--- src/rtl/cpumc_arb.sv ---
// CPU memory-controller bus arbiter: lets the HCI debug port steal single bus
// cycles from the rp2a03 via RDY, and owns the bus outright during debug break.
module cpumc_arb #(
  parameter int unsigned GUARD_CYCLES = 2
) (
  input  logic        clk_in,
  input  logic        nres_in,
  input  logic [15:0] cpu_a_in,
  input  logic        cpu_r_nw_in,
  input  logic [7:0]  cpu_d_in,
  output logic        cpu_rdy_out,
  input  logic        hci_active_in,
  input  logic        hci_req_in,
  input  logic [15:0] hci_a_in,
  input  logic        hci_r_nw_in,
  input  logic [7:0]  hci_d_in,
  output logic        hci_ack_out,
  output logic [7:0]  hci_d_out,
  output logic [15:0] mc_a_out,
  output logic        mc_r_nw_out,
  output logic [7:0]  mc_d_out,
  input  logic [7:0]  mc_d_in
);

  typedef enum logic [1:0] {
    IDLE    = 2'd0,
    STEAL   = 2'd1,
    CAPTURE = 2'd2,
    GUARD   = 2'd3
  } state_e;

  localparam int unsigned GUARD_LOAD_I = (GUARD_CYCLES > 0) ? GUARD_CYCLES - 1 : 0;
  localparam logic [3:0]  GUARD_LOAD   = GUARD_LOAD_I[3:0];

  state_e      state_q, state_d;
  logic [3:0]  cnt_q, cnt_d;
  logic [15:0] lat_a_q, lat_a_d;
  logic        lat_r_nw_q, lat_r_nw_d;
  logic [7:0]  lat_d_q, lat_d_d;
  logic        ack_q, ack_d;
  logic [7:0]  rd_q, rd_d;
  logic        take_grant;
  logic        brk;

  // Next-state logic. The final guard cycle behaves like IDLE (grant allowed at
  // its closing edge), so the CPU runs exactly GUARD_CYCLES cycles between steals.
  always_comb begin
    state_d    = state_q;
    cnt_d      = cnt_q;
    lat_a_d    = lat_a_q;
    lat_r_nw_d = lat_r_nw_q;
    lat_d_d    = lat_d_q;
    ack_d      = 1'b0;
    rd_d       = rd_q;
    take_grant = 1'b0;

    case (state_q)
      IDLE: begin
        if (hci_active_in) begin
          cnt_d = 4'd0;
        end else if (hci_req_in) begin
          take_grant = 1'b1;
        end
      end
      STEAL: begin
        state_d = CAPTURE;
        ack_d   = 1'b1;
      end
      CAPTURE: begin
        if (lat_r_nw_q) begin
          rd_d = mc_d_in;
        end
        cnt_d = 4'd0;
        if (hci_active_in) begin
          state_d = IDLE;
        end else if (GUARD_CYCLES == 0) begin
          if (hci_req_in) begin
            take_grant = 1'b1;
          end else begin
            state_d = IDLE;
          end
        end else begin
          state_d = GUARD;
          cnt_d   = GUARD_LOAD;
        end
      end
      GUARD: begin
        if (hci_active_in) begin
          state_d = IDLE;
          cnt_d   = 4'd0;
        end else if (cnt_q == 4'd0) begin
          if (hci_req_in) begin
            take_grant = 1'b1;
          end else begin
            state_d = IDLE;
          end
        end else begin
          cnt_d = cnt_q - 4'd1;
        end
      end
      default: begin
        state_d = IDLE;
        cnt_d   = 4'd0;
      end
    endcase

    if (take_grant) begin
      state_d    = STEAL;
      lat_a_d    = hci_a_in;
      lat_r_nw_d = hci_r_nw_in;
      lat_d_d    = hci_d_in;
    end
  end

  always_ff @(posedge clk_in or negedge nres_in) begin
    if (!nres_in) begin
      state_q    <= IDLE;
      cnt_q      <= 4'd0;
      lat_a_q    <= 16'h0000;
      lat_r_nw_q <= 1'b0;
      lat_d_q    <= 8'h00;
      ack_q      <= 1'b0;
      rd_q       <= 8'h00;
    end else begin
      state_q    <= state_d;
      cnt_q      <= cnt_d;
      lat_a_q    <= lat_a_d;
      lat_r_nw_q <= lat_r_nw_d;
      lat_d_q    <= lat_d_d;
      ack_q      <= ack_d;
      rd_q       <= rd_d;
    end
  end

  // Break only takes the bus from a CPU-owned state; an in-flight steal completes first.
  assign brk = hci_active_in && ((state_q == IDLE) || (state_q == GUARD));

  always_comb begin
    mc_a_out    = cpu_a_in;
    mc_r_nw_out = cpu_r_nw_in;
    mc_d_out    = cpu_d_in;
    cpu_rdy_out = 1'b1;

    case (state_q)
      STEAL: begin
        mc_a_out    = lat_a_q;
        mc_r_nw_out = lat_r_nw_q;
        mc_d_out    = lat_d_q;
        cpu_rdy_out = 1'b0;
      end
      CAPTURE: begin
        mc_r_nw_out = 1'b1;
        cpu_rdy_out = 1'b0;
      end
      default: begin
        if (brk) begin
          mc_a_out    = hci_a_in;
          mc_r_nw_out = hci_r_nw_in;
          mc_d_out    = hci_d_in;
          cpu_rdy_out = 1'b0;
        end
      end
    endcase

    // No spurious write strobes reach the slaves while reset is held.
    if (!nres_in) begin
      mc_a_out    = cpu_a_in;
      mc_r_nw_out = 1'b1;
      mc_d_out    = cpu_d_in;
      cpu_rdy_out = 1'b1;
    end
  end

  // Read data is forwarded during the ack cycle, then held in rd_q.
  assign hci_d_out   = ((state_q == CAPTURE) && lat_r_nw_q) ? mc_d_in : rd_q;
  assign hci_ack_out = ack_q;

endmodule

--- config.mk ---
export PLATFORM = sky130hd
export DESIGN_NAME = cpumc_arb
export DESIGN_NICKNAME = d
export VERILOG_FILES = /design/src/rtl/cpumc_arb.sv
export SDC_FILE = /design/constraint.sdc
export NUM_CORES = 1
export LEC_CHECK = 0
export ABC_AREA = 1
export CAP_MARGIN = 5
export CORE_MARGIN = 3
export CORE_UTILIZATION = 39
export CTS_CLUSTER_DIAMETER = 40
export CTS_CLUSTER_SIZE = 8
export DETAILED_ROUTE_END_ITERATION = 10
export PLACE_DENSITY = 0.73
export REMOVE_ABC_BUFFERS = 1
export SYNTH_ARGS = -nofsm -noshare
export SYNTH_HDL_FRONTEND = slang
export SYNTH_SLANG_ARGS = --single-unit
--- constraint.sdc ---
create_clock -name clk_in -period 2.1 [get_ports clk_in]
set_input_delay 0.525 -clock clk_in [delete_from_list [all_inputs] [get_ports clk_in]]
set_output_delay 0.525 -clock clk_in [all_outputs]
set_load 0.01 [all_outputs]
==> results.toml <==
[route]
wl_mm = 8.58
wl_per_cell_um = 16.0
final_antenna_net_count = 0
vias_per_cell = 5.14
vias = 2752
drc = 0
dr.first_iter.drc_count = 197
drt_pass1_iterations = 5

[power_and_ir_drop]
vdd_drop_max_v = 0.000838
clockPowerShare_pct = 10.1
netSwitchingFraction_pct = 41.9
switchingPower_mw = 2.31
p_leak_nw = 2.14
p_int_mw = 3.20
pwr-share-comb_pct = 65.6
seq_power_share_pct = 24.2
power_density_mw_per_mm2 = 1300

[critical_path]
cp_data_arrival_time_ns = 1.78
crit_path_start_kind = "flip-flop"
path_max_fanout = 4
crit_type = "flip-flop to output port"
crit_start = "state_q[0]"
cp.required_ns = 1.57
reg2reg_from = "state_q[0]"
worstSetupEndpointType = "output port"

[synthesis]
synth_seq_cells = 40
synth_top_area_share_pct = 41.8
ys_types = 23
yosysMostFrequentCell = "nand2_1"
seq_area_frac_synth_pct = 41.8
synth_top_cell_by_area = "dfrtp_1"
synth-edff-count = 0
syn_inst = 330
yosys_warnings = 0
ys.flop_type = "dfrtp_1"
ys_async_sr_fraction_pct = 100
netlist_top_cells_count = "nand2_1, o21ai_0, dfrtp_1"
syn_area_mm2 = 0.00239
ys_top_cells_by_area = "dfrtp_1, nand2_1, o21ai_0, inv_1, mux2_2"
avgSynthCellArea_um2 = 7.25

[clocking]
cts_tree = "built"
cts-root-buf = "clkbuf_8"
htree_levels = 2
clk_pin_slew_ns = 0.09
cts_made_buffers = 5
cts_num_sinks = 40
holdBufCountCts = 0
clockBufferDepth = 2
worstSkewPairLatency_ns = 0.30

[floorplan]
num_rows = 27
start_util_pct = 41.9
ioPinCount = 97
die_area_mm2 = 0.00711
core_area_mm2 = 0.00571
die_w_um = 84.3
die-height_um = 84.3

[final_layout]
final_cell_area_mm2 = 0.00425
drive_gt1_share_pct = 36.7
syn2layout_area_growth_pct = 77.5
nNetsFinal = 530
antenna_cells = 0
filler_cell_count = 412
postLayoutCoreUtil_pct = 74.4

[grt]
antenna_found_initial = 0
grt_max_degree = 29
grt_pass1_wl_mm = 12.5
grt_pass1_vias = 2620
grtUsageTotal_pct = 21.4
grt_overflow = 0

[place]
portBuffers = 96
place_area_mm2 = 0.00365
routabilityCongestion = 0.836
dp_hpwl_mm = 5.15

[timing]
fin_ws_ns = -0.208
slew_headroom_pct = 81.2
timing.fmax_mhz = 433
setup_viol = 34
rsz0062_at_grt = "true"
worst_pin_slew_ns = 0.282
final-max-slew-violation-count = 0
skew_ns = 0.0131
finalCriticalPeriod_ns = 2.31
finalCritPeriodShare_pct = 110
timing_hold_violations_final = 0

[run]
cap_violations = 0

[run_status]
failed_checks = "setup timing"
status = "finished, violations left"

[worst_hold_path]
min_path_type = "primary input to async pin"
power groups by stage:
stage	Sequential [mW]	Clock, mW	Combinational (mW)
floorplan	1.25	0	1.25
global placement	1.26	0	2.57
detailed placement	1.28	0	2.62
CTS	1.28	0.557	3.00
global route	1.37	0.594	3.91
finish	1.33	0.557	3.62
stage by stage:
step                      hold WS (ns)  setup slack, ns  total power [mW]  instances  TNS [ns]
after CTS                        0.249           -0.194              4.83        528     -5.20
after detailed placement         0.474           -0.640              3.90        514    -16.57
after floorplan                  0.229           -0.301              2.50        314     -7.23
after global placement           0.467           -0.553              3.83        514    -15.26
after global routing             0.260           -0.296              5.87        535     -8.26
final                            0.259           -0.208              5.51        535     -5.54
metal layers:
layer / track usage [%] / share of wire [%]
met5: 0 / 0
met4: 7.05 / 1.7
met3: 3.34 / 5.9
met2: 37.9 / 53
met1: 26.7 / 40
cell usage in the layout, fill, tap and decap left out:
master / n
clkbuf_16: 5
dlygate4sd2_1: 1
inv_6: 1
clkinv_2: 1
nand2_1: 93
mux2_4: 8
clkdlybuf4s50_1: 60
nor2_4: 1
ha_1: 3
o21ai_0: 22
o21ai_2: 31
or2_2: 1
nand3_1: 6
nor2_1: 7
clkbuf_8: 6
dfrtp_1: 40
inv_2: 4
nand4_1: 3
ha_4: 3
inv_1: 33
buf_16: 1
nand2_2: 17
buf_4: 23
a21oi_2: 1
a21oi_1: 3
buf_8: 1
o21ai_1: 21
o21ai_4: 4
buf_12: 7
nand3b_1: 1
nand3_2: 1
nand2_4: 9
buf_6: 19
inv_8: 2
buf_2: 24
cell type report:
type / instances / area, um2 / area share [%]
multi-input cells: 235 / 1480 / 34.7
inverters: 39 / 161 / 3.80
clock buffers: 6 / 82.6 / 1.94
clock inverters: 2 / 13.8 / 0.324
repair buffers: 141 / 1420 / 33.5
flip-flops and latches: 40 / 1000 / 23.6
well taps: 72 / 90.1 / 2.12
worst paths after layout:
path	depth (start not counted)	endpoint	slack, ns
setup / recovery	8	mc_a_out[6]	-0.21
hold / removal	2	lat_d_q[5]	0.26
setup reg to reg	9	lat_a_q[14]	0.30
hold reg to reg	2	lat_a_q[1]	0.50
max in group asynchronous	3	cnt_q[1]	1.43
min in group clk_in	2	lat_a_q[1]	0.50
timing repair:
action | in CTS | in global routing
resized for setup | 217 | 83
pin swaps | 3 | 30
endpoints found under the hold margin | 0 | 0
setup endpoints to repair | 34 | 34
cloned | 2 | 6
setup buffers | 4 | 1
worst max-delay path, cell delays in order, from the launching register on:
cell     delay (ns)
dfrtp_1        0.40
inv_2          0.07
ha_4           0.32
o21ai_4        0.07
buf_6          0.15
buf_6          0.13
o21ai_4        0.15
nand2_2        0.08
buf_6          0.12
registers in the layout, indices dropped and copies added, names as in the netlist:
register,cells
lat_a_q,16
lat_d_q,8
rd_q,8
cnt_q,4
state_q,2
hci_ack_out,1
lat_r_nw_q,1
logic make-up after synthesis:
| family | synth area share, % |
|---|---|
| muxes | 3.76 |
| and+or+nand+nor | 23.7 |
| adders and majority gates | 3.14 |
| buffers and inverters | 10.3 |
| DFF | 41.8 |
| AOI/OAI and AO/OA | 17.3 |
(Power assumes the default switching activity.)
